## src/rtl/read_d_fetch.sv

```systemverilog
// Read/D ROM fetch stage: looks up (i, z) in the read/D ROM in the accept cycle and
// queues {i, sym, d, prune, done} in a small response FIFO with saturating statistics.
module read_d_fetch #(
  parameter int unsigned DEPTH = 4,
  parameter int unsigned CNT_W = 16
) (
  input  logic             clk,
  input  logic             rst_n,
  input  logic             flush,
  input  logic             req_valid,
  output logic             req_ready,
  input  logic [7:0]       req_i,
  input  logic [7:0]       req_z,
  output logic             rom_ce,
  output logic [7:0]       rom_addr,
  input  logic [7:0]       rom_d_i,
  input  logic [1:0]       rom_read_i,
  output logic             rsp_valid,
  input  logic             rsp_ready,
  output logic [7:0]       rsp_i,
  output logic [1:0]       rsp_sym,
  output logic [7:0]       rsp_d,
  output logic             rsp_prune,
  output logic             rsp_done,
  output logic [CNT_W-1:0] cnt_req,
  output logic [CNT_W-1:0] cnt_prune
);

  localparam int unsigned AW = (DEPTH > 1) ? $clog2(DEPTH) : 1;
  localparam logic [AW:0] FULL = (AW+1)'(DEPTH);

  logic [7:0] i_q     [DEPTH];
  logic [1:0] sym_q   [DEPTH];
  logic [7:0] d_q     [DEPTH];
  logic       prune_q [DEPTH];
  logic       done_q  [DEPTH];

  logic [AW-1:0]    wr_ptr_q, wr_ptr_d;
  logic [AW-1:0]    rd_ptr_q, rd_ptr_d;
  logic [AW:0]      count_q, count_d;
  logic [CNT_W-1:0] cnt_req_q, cnt_req_d;
  logic [CNT_W-1:0] cnt_prune_q, cnt_prune_d;

  logic       push, pop;
  logic [1:0] ent_sym;
  logic [7:0] ent_d;
  logic       ent_prune, ent_done;

  assign rsp_valid = (count_q != '0);
  // rst_n gates ready so nothing is accepted (and the ROM stays idle) while held in reset
  assign req_ready = rst_n && !flush && ((count_q < FULL) || (rsp_valid && rsp_ready));
  assign rom_ce    = req_valid && req_ready;
  assign rom_addr  = rom_ce ? req_i : '0;

  assign rsp_i     = rsp_valid ? i_q[rd_ptr_q]     : '0;
  assign rsp_sym   = rsp_valid ? sym_q[rd_ptr_q]   : '0;
  assign rsp_d     = rsp_valid ? d_q[rd_ptr_q]     : '0;
  assign rsp_prune = rsp_valid ? prune_q[rd_ptr_q] : 1'b0;
  assign rsp_done  = rsp_valid ? done_q[rd_ptr_q]  : 1'b0;

  assign cnt_req   = cnt_req_q;
  assign cnt_prune = cnt_prune_q;

  always_comb begin
    push = req_valid && req_ready;
    pop  = rsp_valid && rsp_ready && !flush;

    // With z >= 0 the 9-bit signed compare reduces to an unsigned z < d
    ent_sym   = rom_read_i;
    ent_d     = rom_d_i;
    ent_prune = req_z[7] || ({1'b0, req_z} < {1'b0, rom_d_i});
    ent_done  = 1'b0;
    if (req_i == 8'hFF) begin
      ent_sym   = '0;
      ent_d     = '0;
      ent_prune = req_z[7];
      ent_done  = !req_z[7];
    end

    wr_ptr_d = wr_ptr_q;
    rd_ptr_d = rd_ptr_q;
    count_d  = count_q;
    if (flush) begin
      wr_ptr_d = '0;
      rd_ptr_d = '0;
      count_d  = '0;
    end else begin
      if (push) wr_ptr_d = wr_ptr_q + 1'b1;
      if (pop)  rd_ptr_d = rd_ptr_q + 1'b1;
      case ({push, pop})
        2'b10:   count_d = count_q + 1'b1;
        2'b01:   count_d = count_q - 1'b1;
        default: count_d = count_q;
      endcase
    end

    cnt_req_d   = cnt_req_q;
    cnt_prune_d = cnt_prune_q;
    if (push && (cnt_req_q != '1))               cnt_req_d   = cnt_req_q + 1'b1;
    if (push && ent_prune && (cnt_prune_q != '1)) cnt_prune_d = cnt_prune_q + 1'b1;
  end

  always_ff @(posedge clk or negedge rst_n) begin
    if (!rst_n) begin
      wr_ptr_q    <= '0;
      rd_ptr_q    <= '0;
      count_q     <= '0;
      cnt_req_q   <= '0;
      cnt_prune_q <= '0;
      for (int unsigned k = 0; k < DEPTH; k++) begin
        i_q[k]     <= '0;
        sym_q[k]   <= '0;
        d_q[k]     <= '0;
        prune_q[k] <= 1'b0;
        done_q[k]  <= 1'b0;
      end
    end else begin
      wr_ptr_q    <= wr_ptr_d;
      rd_ptr_q    <= rd_ptr_d;
      count_q     <= count_d;
      cnt_req_q   <= cnt_req_d;
      cnt_prune_q <= cnt_prune_d;
      if (push) begin
        i_q[wr_ptr_q]     <= req_i;
        sym_q[wr_ptr_q]   <= ent_sym;
        d_q[wr_ptr_q]     <= ent_d;
        prune_q[wr_ptr_q] <= ent_prune;
        done_q[wr_ptr_q]  <= ent_done;
      end
    end
  end

endmodule

```

## config.mk

```make
export PLATFORM = sky130hd
export DESIGN_NAME = read_d_fetch
export DESIGN_NICKNAME = d
export VERILOG_FILES = /design/src/rtl/read_d_fetch.sv
export SDC_FILE = /design/constraint.sdc
export NUM_CORES = 1
export LEC_CHECK = 0
export CELL_PAD_IN_SITES_DETAIL_PLACEMENT = 2
export CELL_PAD_IN_SITES_GLOBAL_PLACEMENT = 2
export CORE_UTILIZATION = 38
export CTS_CLUSTER_SIZE = 24
export DETAILED_ROUTE_END_ITERATION = 10
export GPL_TIMING_DRIVEN = 0
export PLACE_DENSITY_LB_ADDON = 0.1
export SLEW_MARGIN = 30
export SYNTH_ARGS = -nofsm -noshare
export SYNTH_HDL_FRONTEND = slang
export SYNTH_SLANG_ARGS = --single-unit
```

## constraint.sdc

```tcl
create_clock -name clk -period 7.5 [get_ports clk]
set_clock_uncertainty 0.1 [all_clocks]
set_input_delay 1.875 -clock clk [delete_from_list [all_inputs] [get_ports clk]]
set_output_delay 1.875 -clock clk [all_outputs]
set_load 0.01 [all_outputs]
```

==> results of run 1 <==
worst register-to-register path, cell delays in order (launching register included):
cell and delay (ns):
dfrtp_1 0.40, nand2b_1 0.14, nand4b_4 0.18, inv_2 0.14, buf_4 0.19, clkbuf_1 0.41
nor3_1 0.14, fa_1 0.42, or3_1 0.39, nand2_1 0.11, xnor2_1 0.13, nor2_1 0.06
flip-flops by register name (all words and copies together) (netlist names), 3 cells and up:
register,flops
d_q,32
i_q,32
done_q,4
prune_q,4
cnt_prune,16
cnt_req,16
count_q,3
sym_q,8
layer usage:
layer	wire (um)	vias to the layer above	track usage, %
met5	0	-	0
met4	226	0	6.89
met3	463	20	5.18
met2	8790	69	41.4
met1	7520	2223	29.4
li1	-	1925	-
cell usage after synthesis, types with 2 or more instances:
cell type  number  area share, %
dfrtp_1       119             52
nor3_4          2           0.56
xor2_1         11            1.7
nand4_1        10            1.1
and2_1         29            3.1
o21ai_0        46            4.0
mux4_2         20            7.8
or3_1           3           0.33
nand2_1        75            4.9
inv_1          12           0.78
xnor2_1        24            3.6
clkbuf_1       14           0.91
mux2_2         36            7.0
buf_2           8           0.69
and3_1          6           0.65
nor3_1          3           0.26
or2_2           2           0.22
nor4b_2         2           0.52
and4_4          2           0.39
nor4_1          2           0.22
nor2_1         13           0.85
nand3_1        15            1.3
ha_1           13            2.8
path summary, 6_finish.rpt:
check                      startpoint          end  slack [ns]  cells after the start
setup / recovery            rsp_ready  rom_addr[2]        1.24                      8
min in group asynchronous       rst_n       d_q[2]        1.30                      1
max in group asynchronous       rst_n      i_q[26]        5.34                      2
setup reg to reg           count_q[2]   count_q[2]        4.58                     11
hold reg to reg              sym_q[5]     sym_q[5]        0.38                      2
hold / removal               sym_q[5]     sym_q[5]        0.38                      2
logic make-up (layout without fill, tap and decap cells):
logic type	after synthesis	in the layout	synth area share, %
AO/OA/AOI/OAI	53	53	5.68
XOR/XNOR	35	35	5.31
adder cells (fa/ha/maj)	14	14	3.17
buffers and inverters	36	161	2.58
flip-flops	119	119	51.6
multiplexers	58	58	15.2
AND/OR/NAND/NOR	174	174	16.5
final cells by class:
type                            instances  area, um2  share of cell area, %
Buffer                                 23        100                   1.32
Sequential cell                       119       2980                   39.2
Tap cell                              184        230                   3.03
Multi-Input combinational cell        334       2640                   34.8
Clock inverter                          9        170                   2.24
Clock buffer                           23        478                   6.29
Timing Repair Buffer                   93        953                   12.5
Inverter                               13       48.8                  0.642
power by group:
| part | internal, W | total [W] | switching, W |
|---|---|---|---|
| Combinational | 0.000397 | 0.000727 | 0.000330 |
| Clock | 0.000613 | 0.000898 | 0.000285 |
| Sequential | 0.000789 | 0.000898 | 0.000109 |
| Total | 0.00180 | 0.00252 | 0.000724 |
through the flow:
step,power (W),util [%]
6_report,0.00252,51.7
5_1_grt,0.00265,51.7
4_1_cts,0.00256,51.7
3_5_place_dp,0.00163,47.3
3_3_place_gp,0.00159,47.1
2_1_floorplan,0.00129,-
==> flow_summary.toml, run 1 <==
[yosys]
async_reset_ff_share_pct = 100
ys_seq_elements = 119
ys.flop_type = "dfrtp_1"
avgSynthCellArea_um2 = 11.8
synth_cell_type_count = 45
synth-edff-count = 0
synth_warnings = 0
ys_seq_area_share_pct = 51.6
syn-cell-area_um2 = 5770
netlist_instances = 489
syn-num-nets = 534

[worst_setup_path]
critPathKind = "input port to output pin"
cp_slowest_cell = "clkdlybuf4s50_1"
cpLargestDelayFamily = "buffers and inverters"
crit_top_cell = "clkdlybuf4s50_1"
cp_max_fo = 10
crit_arrival_ns = 4.29
path_cells = "clkdlybuf4s50_1 -> nand2b_1 -> nand4b_4 -> inv_2 -> buf_4 -> clkbuf_1 -> and2_1 -> clkdlybuf4s50_1"
crit_required_ns = 5.53
crit_path_max_incr_delay_ns = 0.55
startpoint_type = "input port"
endpoint_kind = "output pin"
crit_buf_inv = 5

[timing]
hold_viol = 0
fin_crit_sh_pct = 83.5
setup_slack_ns = 1.24
finalMaxSlewViolations = 0
worstMarginPinSlew_ns = 0.846
max_freq_mhz = 160
relSlewSlack_pct = 43.6
layout_min_cycle_time_ns = 6.26
fin_hold_ws_ns = 0.376
finalSetupViolCount = 0
tns_ns = 0
rsz0062_at_grt = "false"

[clocking]
cts_buffer_depth = 2
cts_root_buffer = "clkbuf_16"
post_cts_buffers = 0
path_clk_slew_ns = 0.05
htreeDepth = 4
cts_resized = 0
clkLatencyLatePin_ns = 0.42
numClockSinks = 119
cts_hold_buffers = 0
tritoncts = "built"
numCtsBuffers = 17

[placement]
place_ws_ns = 1.23
dp.cells = 766
place_congestion = 0.708
io_buffers = 92
post-dp-hpwl_um = 11100
placed_cell_area_um2 = 6950

[layout]
n_fill_cell = 1446
drive_above_1_share_pct = 18.7
mostFrequentLayoutCells = "dfrtp_1, clkdlybuf4s50_1, nand2_1"
nets = 646
fin_area_um2 = 7600
syn_to_final_growth_pct = 31.7
final_common_cell = "dfrtp_1"
antenna_cells = 0
fin_cells = 798

[floorplanning]
rows = 44
core_um2 = 14700
io_pins = 94
die-area_um2 = 15700
start_util_pct = 39.3
die_h_um = 125
die_width_um = 125

[global_routing]
grt_max_degree = 66
grt_antenna_before_repair = 0
grt-ovfl-total = 0
grt_util_all_layers_pct = 23.7
grt_pass1_wl_um = 28100
grt_pass1_vias = 4986

[detailed_routing]
first_pass_iters = 9
vias = 4237
wirelength_um = 17000
route.detailed.wl_per_inst_um = 21.3
antenna_violating_nets_post_route = 0
detail_route.iter0.violations = 160
viasPerCell = 5.31
drcViolationCount = 10

[run_status]
violations = "design-rule violations"
status = "finished, violations left"

[power]
vdd_ir_drop_max_v = 0.000197
power_leakage_nw = 3.40
powerDensity_nw_per_um2 = 332

[hold_path]
hp-class = "flip-flop to flip-flop"

[flow_run]
drv_cap = 0
(Power assumes the default switching activity.)
==> run 2, diff against run 1 <==
- CORE_UTILIZATION: 38 -> 32
- clock period: 7.5 -> 5.1 ns (I/O delays scaled with it)
==> run 2 against run 1 <==
Compared with the run above:
- the flow now finishes without violations
- clock-buffer cell count did not move
- sequential share of layout area rose by 0.052 points
- clock power rose by 36%
- worst hold slack improved by 0.0077 ns
- wire length increased by 0.46%
- first-iteration DRC count unchanged
- critical path depth down 1
- die area rose by 18%
- critical path type unchanged
- highest routed layer unchanged
==> flow_summary.toml, run 2 (synthesis gave the netlist of run 1 again) <==
[placement]
dp.cells = 807
placed_cell_area_um2 = 7010
place_congestion = 0.729
post-dp-hpwl_um = 11600
io_buffers = 92

[global_routing]
grt_max_degree = 69
grt_util_all_layers_pct = 20.1
grt-ovfl-total = 0
grt_pass1_vias = 4876
grt_pass1_wl_um = 27400
grt_antenna_before_repair = 0

[timing]
rsz0062_at_grt = "false"
hold_viol = 0
worstMarginPinSlew_ns = 0.805
finalMaxSlewViolations = 0
relSlewSlack_pct = 46.4
layout_min_cycle_time_ns = 4.71
max_freq_mhz = 212
fin_crit_sh_pct = 92.3
finalSetupViolCount = 0
tns_ns = 0

[worst_setup_path]
rr_worst_depth = 10
path_cells = "clkdlybuf4s50_1 -> nand2b_1 -> nand4b_4 -> inv_2 -> buf_4 -> and2_1 -> clkdlybuf4s50_1"
cp_slowest_cell = "clkdlybuf4s50_1"
endpoint_kind = "output pin"
crit_top_cell = "clkdlybuf4s50_1"
crit_path_max_incr_delay_ns = 0.54
cp_max_fo = 19
startpoint_type = "input port"
critPathKind = "input port to output pin"
crit_required_ns = 3.72
crit_arrival_ns = 3.33

[floorplanning]
start_util_pct = 33.0
rows = 48
die_h_um = 136
die_width_um = 136
core_um2 = 17500
io_pins = 94
die-area_um2 = 18600

[layout]
fin_cells = 837
mostFrequentLayoutCells = "dfrtp_1, clkdlybuf4s50_1, nand2_1"
nets = 645
fin_area_um2 = 7590
antenna_cells = 0
top_regs = "d_q: 32 flops, i_q: 32 flops"
multi_input_area_um2 = 2640
drive_above_1_share_pct = 18.5
final_common_cell = "dfrtp_1"
syn_to_final_growth_pct = 31.6
regArea_um2 = 2980
n_fill_cell = 1743

[clocking]
tritoncts = "built"
numClockSinks = 119
path_clk_slew_ns = 0.05
cts_buffer_depth = 2
numCtsBuffers = 17
post_cts_buffers = 0
cts_root_buffer = "clkbuf_16"
cts_hold_buffers = 0
cts_resized = 0
clkLatencyLatePin_ns = 0.42
htreeDepth = 4

[detailed_routing]
first_pass_iters = 4
vias = 4246
viasPerCell = 5.07
antenna_violating_nets_post_route = 0
detail_route.iter0.violations = 160
route.detailed.wl_per_inst_um = 20.4
drcViolationCount = 0
wirelength_um = 17100

[hold_path]
whs_path_depth = 2
hp-class = "flip-flop to flip-flop"

[power]
powerDensity_nw_per_um2 = 475
power_leakage_nw = 3.35
vdd_ir_drop_max_v = 0.000263
total_power_w = 0.00360

[flow_run]
drv_cap = 0

[run_status]
status = "complete, no violations"
-- run 2: cell count changes in the layout (fill, tap and decap cells not counted), sizes merged --
cell      before  now
clkbuf        37   36
clkinvlp       0    3
clkinv         4    2
bufinv         5    3
-- run 2: worst paths after layout --
| kind | start | endpoint | slack (ns) |
|---|---|---|---|
| worst max-delay path | rsp_ready | rom_addr[3] | 0.39 |
| worst min-delay path | sym_q[1] | sym_q[1] | 0.38 |
| worst max register to register | count_q[2] | count_q[2] | 2.54 |
| min in group asynchronous | rst_n | d_q[30] | 0.71 |
| worst min register to register | sym_q[1] | sym_q[1] | 0.38 |
| max in group asynchronous | rst_n | i_q[17] | 3.49 |
-- run 2: report_power, final --
group          internal, W  switching (W)  total, W  leakage (nW)
Sequential         0.00116       0.000157   0.00132          1.57
Combinational     0.000584       0.000484   0.00107          1.50
Clock             0.000789       0.000431   0.00122         0.279
-- run 2: final cells by class --
type                    instances  area share (%)
well taps                     225            3.71
plain buffers                  22            1.27
inverters                      13           0.643
clock buffers                  23            6.16
repair buffers                 93            12.6
flip-flops and latches        119            39.2
clock inverters                 8            1.62
multi-input cells             334            34.8
-- run 2: stage by stage --
stage / util [%] / hold WS [ns] / setup slack (ns)
floorplan: - / 0.345 / 1.37
global placement: 39.9 / 0.358 / -4.85
detailed placement: 40.1 / 0.371 / -0.0660
CTS: 43.4 / 0.385 / 0.368
global route: 43.4 / 0.416 / 0.253
finish: 43.4 / 0.384 / 0.392
-- run 2: critical path, delay by kind of cell --
| family | cells | cell delay, ns |
|---|---|---|
| buf+inv | 4 | 1.48 |
| simple gates | 3 | 0.59 |
-- run 2: metal layers --
layer	global-route usage, %	routed length [um]	vias up
li1	-	-	1924
met1	25.6	7810	2230
met2	33.6	8490	77
met3	4.62	559	15
met4	6.48	213	0
met5	0	0	-
